--- config.mk ---
export PLATFORM = sky130hd
export DESIGN_NAME = cdb_arbiter
export DESIGN_NICKNAME = d
export VERILOG_FILES = /design/src/rtl/cdb_arbiter.sv
export SDC_FILE = /design/constraint.sdc
export NUM_CORES = 1
export LEC_CHECK = 0
export CAP_MARGIN = 20
export CORE_ASPECT_RATIO = 0.6
export CORE_MARGIN = 4
export CORE_UTILIZATION = 50
export DETAILED_ROUTE_END_ITERATION = 10
export GPL_TIMING_DRIVEN = 1
export HOLD_SLACK_MARGIN = 0.05
export PLACE_DENSITY = 0.89
export SETUP_SLACK_MARGIN = 0.1
export SYNTH_ARGS = -nofsm -noshare
export SYNTH_HDL_FRONTEND = slang
export SYNTH_SLANG_ARGS = --single-unit
--- constraint.sdc ---
create_clock -name clk -period 4.45 [get_ports clk]
set_input_delay 1.335 -clock clk [delete_from_list [all_inputs] [get_ports clk]]
set_output_delay 1.335 -clock clk [all_outputs]
set_load 0.01 [all_outputs]
--- src/rtl/cdb_arbiter.sv ---
`default_nettype none
// ============================================================================
// Module      : cdb_arbiter
// Description : Common data bus producer. Each functional unit has a
//               one-entry holding slot. A round-robin arbiter picks at most
//               one occupied slot per cycle and drives the registered
//               BCEN/BClabel/BCdata broadcast. Label 0 means "no producer":
//               results that carry it are accepted and then dropped.
// Revision    : 1.0 - initial release
// ============================================================================
module cdb_arbiter #(
  parameter int N_SRC   = 4,
  parameter int LABEL_W = 5,
  parameter int DATA_W  = 32
) (
  input  logic                       clk,
  input  logic                       nRST,
  input  logic [N_SRC-1:0]           src_valid,
  output logic [N_SRC-1:0]           src_ready,
  input  logic [N_SRC*LABEL_W-1:0]   src_label,
  input  logic [N_SRC*DATA_W-1:0]    src_data,
  output logic                       BCEN,
  output logic [LABEL_W-1:0]         BClabel,
  output logic [DATA_W-1:0]          BCdata
);

  localparam int                c_PTR_W = (N_SRC > 1) ? $clog2(N_SRC) : 1;
  localparam logic [c_PTR_W-1:0] c_LAST = c_PTR_W'(N_SRC - 1);

  // Holding slots, round-robin pointer and broadcast registers
  logic [N_SRC-1:0]   r_holdV;
  logic [LABEL_W-1:0] r_holdLabel [N_SRC];
  logic [DATA_W-1:0]  r_holdData  [N_SRC];
  logic [c_PTR_W-1:0] r_rrPtr;
  logic               r_bcEn;
  logic [LABEL_W-1:0] r_bcLabel;
  logic [DATA_W-1:0]  r_bcData;

  // Arbitration results
  logic               w_found;
  logic [c_PTR_W-1:0] w_win;
  logic [c_PTR_W-1:0] w_nextPtr;
  logic [N_SRC-1:0]   w_grant;
  logic [N_SRC-1:0]   w_accept;

  // Round-robin search: first occupied slot at or after r_rrPtr, with wrap
  always_comb begin
    w_found = 1'b0;
    w_win   = '0;
    for (int k = 0; k < N_SRC; k++) begin
      int j;
      j = int'(r_rrPtr) + k;
      if (j >= N_SRC) j = j - N_SRC;
      if (!w_found && r_holdV[j]) begin
        w_found = 1'b1;
        w_win   = c_PTR_W'(j);
      end
    end
  end

  // One-hot grant and the pointer value that follows the winner
  always_comb begin
    w_grant = '0;
    if (w_found) w_grant[w_win] = 1'b1;
    w_nextPtr = (w_win == c_LAST) ? '0 : w_win + 1'b1;
  end

  // Ready comes only from registered state: empty slot, or slot draining now
  generate
    for (genvar i = 0; i < N_SRC; i++) begin : g_ready
      assign src_ready[i] = !r_holdV[i] || w_grant[i];
      assign w_accept[i]  = src_valid[i] && src_ready[i];
    end
  endgenerate

  // Slot update: capture accepted non-zero labels, otherwise release on grant
  always_ff @(posedge clk or negedge nRST) begin
    if (!nRST) begin
      r_holdV <= '0;
      for (int i = 0; i < N_SRC; i++) begin
        r_holdLabel[i] <= '0;
        r_holdData[i]  <= '0;
      end
    end else begin
      for (int i = 0; i < N_SRC; i++) begin
        if (w_accept[i] && (src_label[i*LABEL_W +: LABEL_W] != '0)) begin
          r_holdV[i]     <= 1'b1;
          r_holdLabel[i] <= src_label[i*LABEL_W +: LABEL_W];
          r_holdData[i]  <= src_data[i*DATA_W +: DATA_W];
        end else if (w_grant[i]) begin
          r_holdV[i] <= 1'b0;
        end
      end
    end
  end

  // Broadcast registers and pointer advance; idle cycles drive zeros
  always_ff @(posedge clk or negedge nRST) begin
    if (!nRST) begin
      r_rrPtr   <= '0;
      r_bcEn    <= 1'b0;
      r_bcLabel <= '0;
      r_bcData  <= '0;
    end else if (w_found) begin
      r_rrPtr   <= w_nextPtr;
      r_bcEn    <= 1'b1;
      r_bcLabel <= r_holdLabel[w_win];
      r_bcData  <= r_holdData[w_win];
    end else begin
      r_bcEn    <= 1'b0;
      r_bcLabel <= '0;
      r_bcData  <= '0;
    end
  end

  assign BCEN    = r_bcEn;
  assign BClabel = r_bcLabel;
  assign BCdata  = r_bcData;

endmodule
`default_nettype wire

==> key figures <==
CTS
  • H-tree depth: 4
  • Longest Clk Path Bufs: 2
  • Clock transition time at the flip-flop clock pins of the worst setup and hold paths: about 70 ps
  • Clock latency on the worst-skew pair: 430 ps
  • Root buffer cell: clkbuf_16
  • Post-CTS setup buffer count: 0
  • Num Clock Sinks: 192
  • Post_cts resized: 0
  • Num CTS Buffers: 17
  • TritonCTS clock tree: done
  • Hold-fix buffers, CTS: 0

Critical path
  • Worst setup SP type: flop
  • CP cell instances: nand2b_2 > a221oi_2 > nand2_1 > clkdlybuf4s50_1
  • Crit-path leading delay family: compound AO/OA/AOI/OAI gates
  • Crit Path Category: reg2out
  • CP peak stage delay: 570 ps
  • Worst Path Buf+Inv: 1
  • WP data arrival: between 2000 and 2500 ps
  • Worst Path Required: 3120 ps
  • Crit end category: output pin
  • Crit Path Max Fanout: 7
  • Max stage delay cell, worst path: a221oi_2

GRT
  • Number of global-route vias before repair: just under 6000
  • Gr usage total: 24.0%
  • Largest net degree at the start of global routing: 94
  • First-pass GRT wire length: 33300 µm
  • GRT overflow: 0
  • Initial antenna violation count: 0

STA
  • Setup TNS: 0 ps
  • Final period demand of the worst path: 3770 ps
  • Slew Limit Fails: 0
  • Final setup fails: 0
  • Final period utilization: 84.7%
  • Slew @ Worst Pin: 1040 ps
  • Max frequency: 265 MHz
  • Final Hold Viols: 0
  • Worst hold margin: between 400 and 500 ps
  • Slew headroom: 30.6%
  • RSZ-0062 raised after global routing: no
  • Skew final: 14.3 ps

Placed design
  • Routability cong.: 0.842
  • Placed wire-length estimate: 14700 µm
  • Port Buffers: around 200

Route
  • Vias post-DR: 5435
  • DRC viols: 0
  • Post-Route WL: between 20000 and 25000 µm
  • Avg Vias per Cell: 5.97
  • DRT Pass-1 Iters: 5
  • Initial drt markers: 540
  • WL/cell: 23.6 µm
  • Detail Route Antenna Nets: 0

Cells and area
  • Nets: 849
  • Diodes inserted: 0
  • Layout cells sized above 1: 23.3%
  • Layout area overhead: 33.7%

Synthesis
  • Top FF cell, synth: dfrtp_1
  • EDFF count, synth: 0
  • Post-synth cell types: 38
  • Post-synth top area share: 59.9%
  • Synth cell count leaders: dfrtp_1, mux2_4, mux2_2, a32o_1, a221o_1
  • Yosys warnings: 0
  • Top-count cell post-synth: dfrtp_1
  • Synthesized area per cell: 15.8 µm²
  • Synth Instances: 507
  • Area leader, netlist: dfrtp_1
  • Net Count, Synth: 661
  • Synth area leaders: dfrtp_1, mux2_4, mux2_2, a32o_1, a221o_1
  • Async S/R FF share, synth: 100%
  • Seq cells post-synth: 192
  • Synth Cell Area: 8020 µm²
  • Sequential element share of the synthesized area: 59.9%

Run
  • Max cap viols: 0

Floorplan
  • Die extent in x: 171 µm
  • Number of I/O pins: ~200
  • Row count: 35
  • Die area: 18200 µm²
  • CORE AREA: 15500 µm²
  • Die Y: ~110 µm
  • Initial core utilization: 51.6%

Pwr
  • Leak: 4.52 nW
  • Peak supply drop: between 300 and 400 µV
  • PD cells: approximately 780 nW/µm²

Hold path
  • HP Class: reg2reg

Outcome
  • Outcome: finished clean
[cell families after synthesis]
logic type / Yosys count / synth area share (%)
AO/OA/AOI/OAI: 103 / 12.2
AND/OR/NAND/NOR: 31 / 2.22
flip-flops: 192 / 59.9
multiplexers: 140 / 22.5
buffers and inverters: 41 / 3.17
[metrics by stage]
stage | total power [W] | cells | worst slack, ps | utilization, % | instance area (µm²)
global placement | 0.00665 | 878 | 855 | 65.1 | 10100
CTS | 0.00838 | 910 | 668 | 68.8 | 10700
global route | 0.00883 | 911 | 563 | 68.9 | 10700
detailed placement | 0.00686 | 878 | 835 | 65.1 | 10100
finish | 0.00839 | 911 | 680 | 68.9 | 10700
floorplan | 0.00558 | 507 | 1650 | - | 8020
[sequential cells by signal, summed over array words and instances, names as in the netlist]
| register | count |
|---|---|
| BCEN | 1 |
| BCdata | 32 |
| BClabel | 5 |
| r_holdData | 128 |
| r_holdLabel | 20 |
| r_holdV | 4 |
| r_rrPtr | 2 |
[layout by cell type, fill, tap and decap left out, types with 3 or more instances in the layout]
cell type,n
a21oi_1,5
mux2_4,60
mux2_2,50
a32o_1,40
clkbuf_16,17
mux2_1,30
nand2_1,9
dfrtp_1,192
clkdlybuf4s50_1,194
clkinv_4,6
o21ai_0,3
or4_1,4
inv_8,3
inv_1,5
a22o_1,6
nor3_1,3
a221o_1,38
nor2_1,3
buf_4,7
[where the power goes]
group / total (W) / switching [W] / internal [W]
Combinational: 0.00367 / 0.00161 / 0.00206
Sequential: 0.00324 / 0.000576 / 0.00267
Clock: 0.00148 / 0.000705 / 0.000772
Total: 0.00839 / 0.00289 / 0.00550
[per-layer routing]
| metal | share of wire, % | routed length (µm) | up-vias | GRT usage, % |
|---|---|---|---|---|
| met2 | 46 | 9890 | 274 | 37.4 |
| met1 | 45 | 9670 | 2814 | 35.1 |
| li1 | - | - | 2326 | - |
| met4 | 1.2 | 253 | 0 | 5.20 |
| met3 | 7.7 | 1660 | 21 | 4.79 |
| met5 | 0 | 0 | - | 0 |
[final timing paths]
kind,slack (ps),end,from,cells after the start
max,680,src_ready[2],r_rrPtr[0]$_DFFE_PN0N_,4
min,490,r_holdData[121]$_DFFE_PN0P_,r_holdData[121]$_DFFE_PN0P_,1
max reg2reg,1760,r_holdData[0]$_DFFE_PN0P_,r_holdV[2]$_DFFE_PN0P_,5
min reg2reg,490,r_holdData[121]$_DFFE_PN0P_,r_holdData[121]$_DFFE_PN0P_,1
max in group asynchronous,2530,BCdata[25]$_DFF_PN0_,nRST,2
min in group asynchronous,990,BClabel[2]$_DFF_PN0_,nRST,1
[cell type report]
| class | instances | area (µm²) |
|---|---|---|
| Clock buffer | 20 | 457 |
| Clock inverter | 12 | 120 |
| Fill cell | 1054 | 4830 |
| Inverter | 5 | 18.8 |
| Multi-Input combinational cell | 274 | 2990 |
| Sequential cell | 192 | 4800 |
| Tap cell | 203 | 254 |
| Timing Repair Buffer | 205 | 2070 |
No activity file was read; power rests on OpenSTA's default activity.
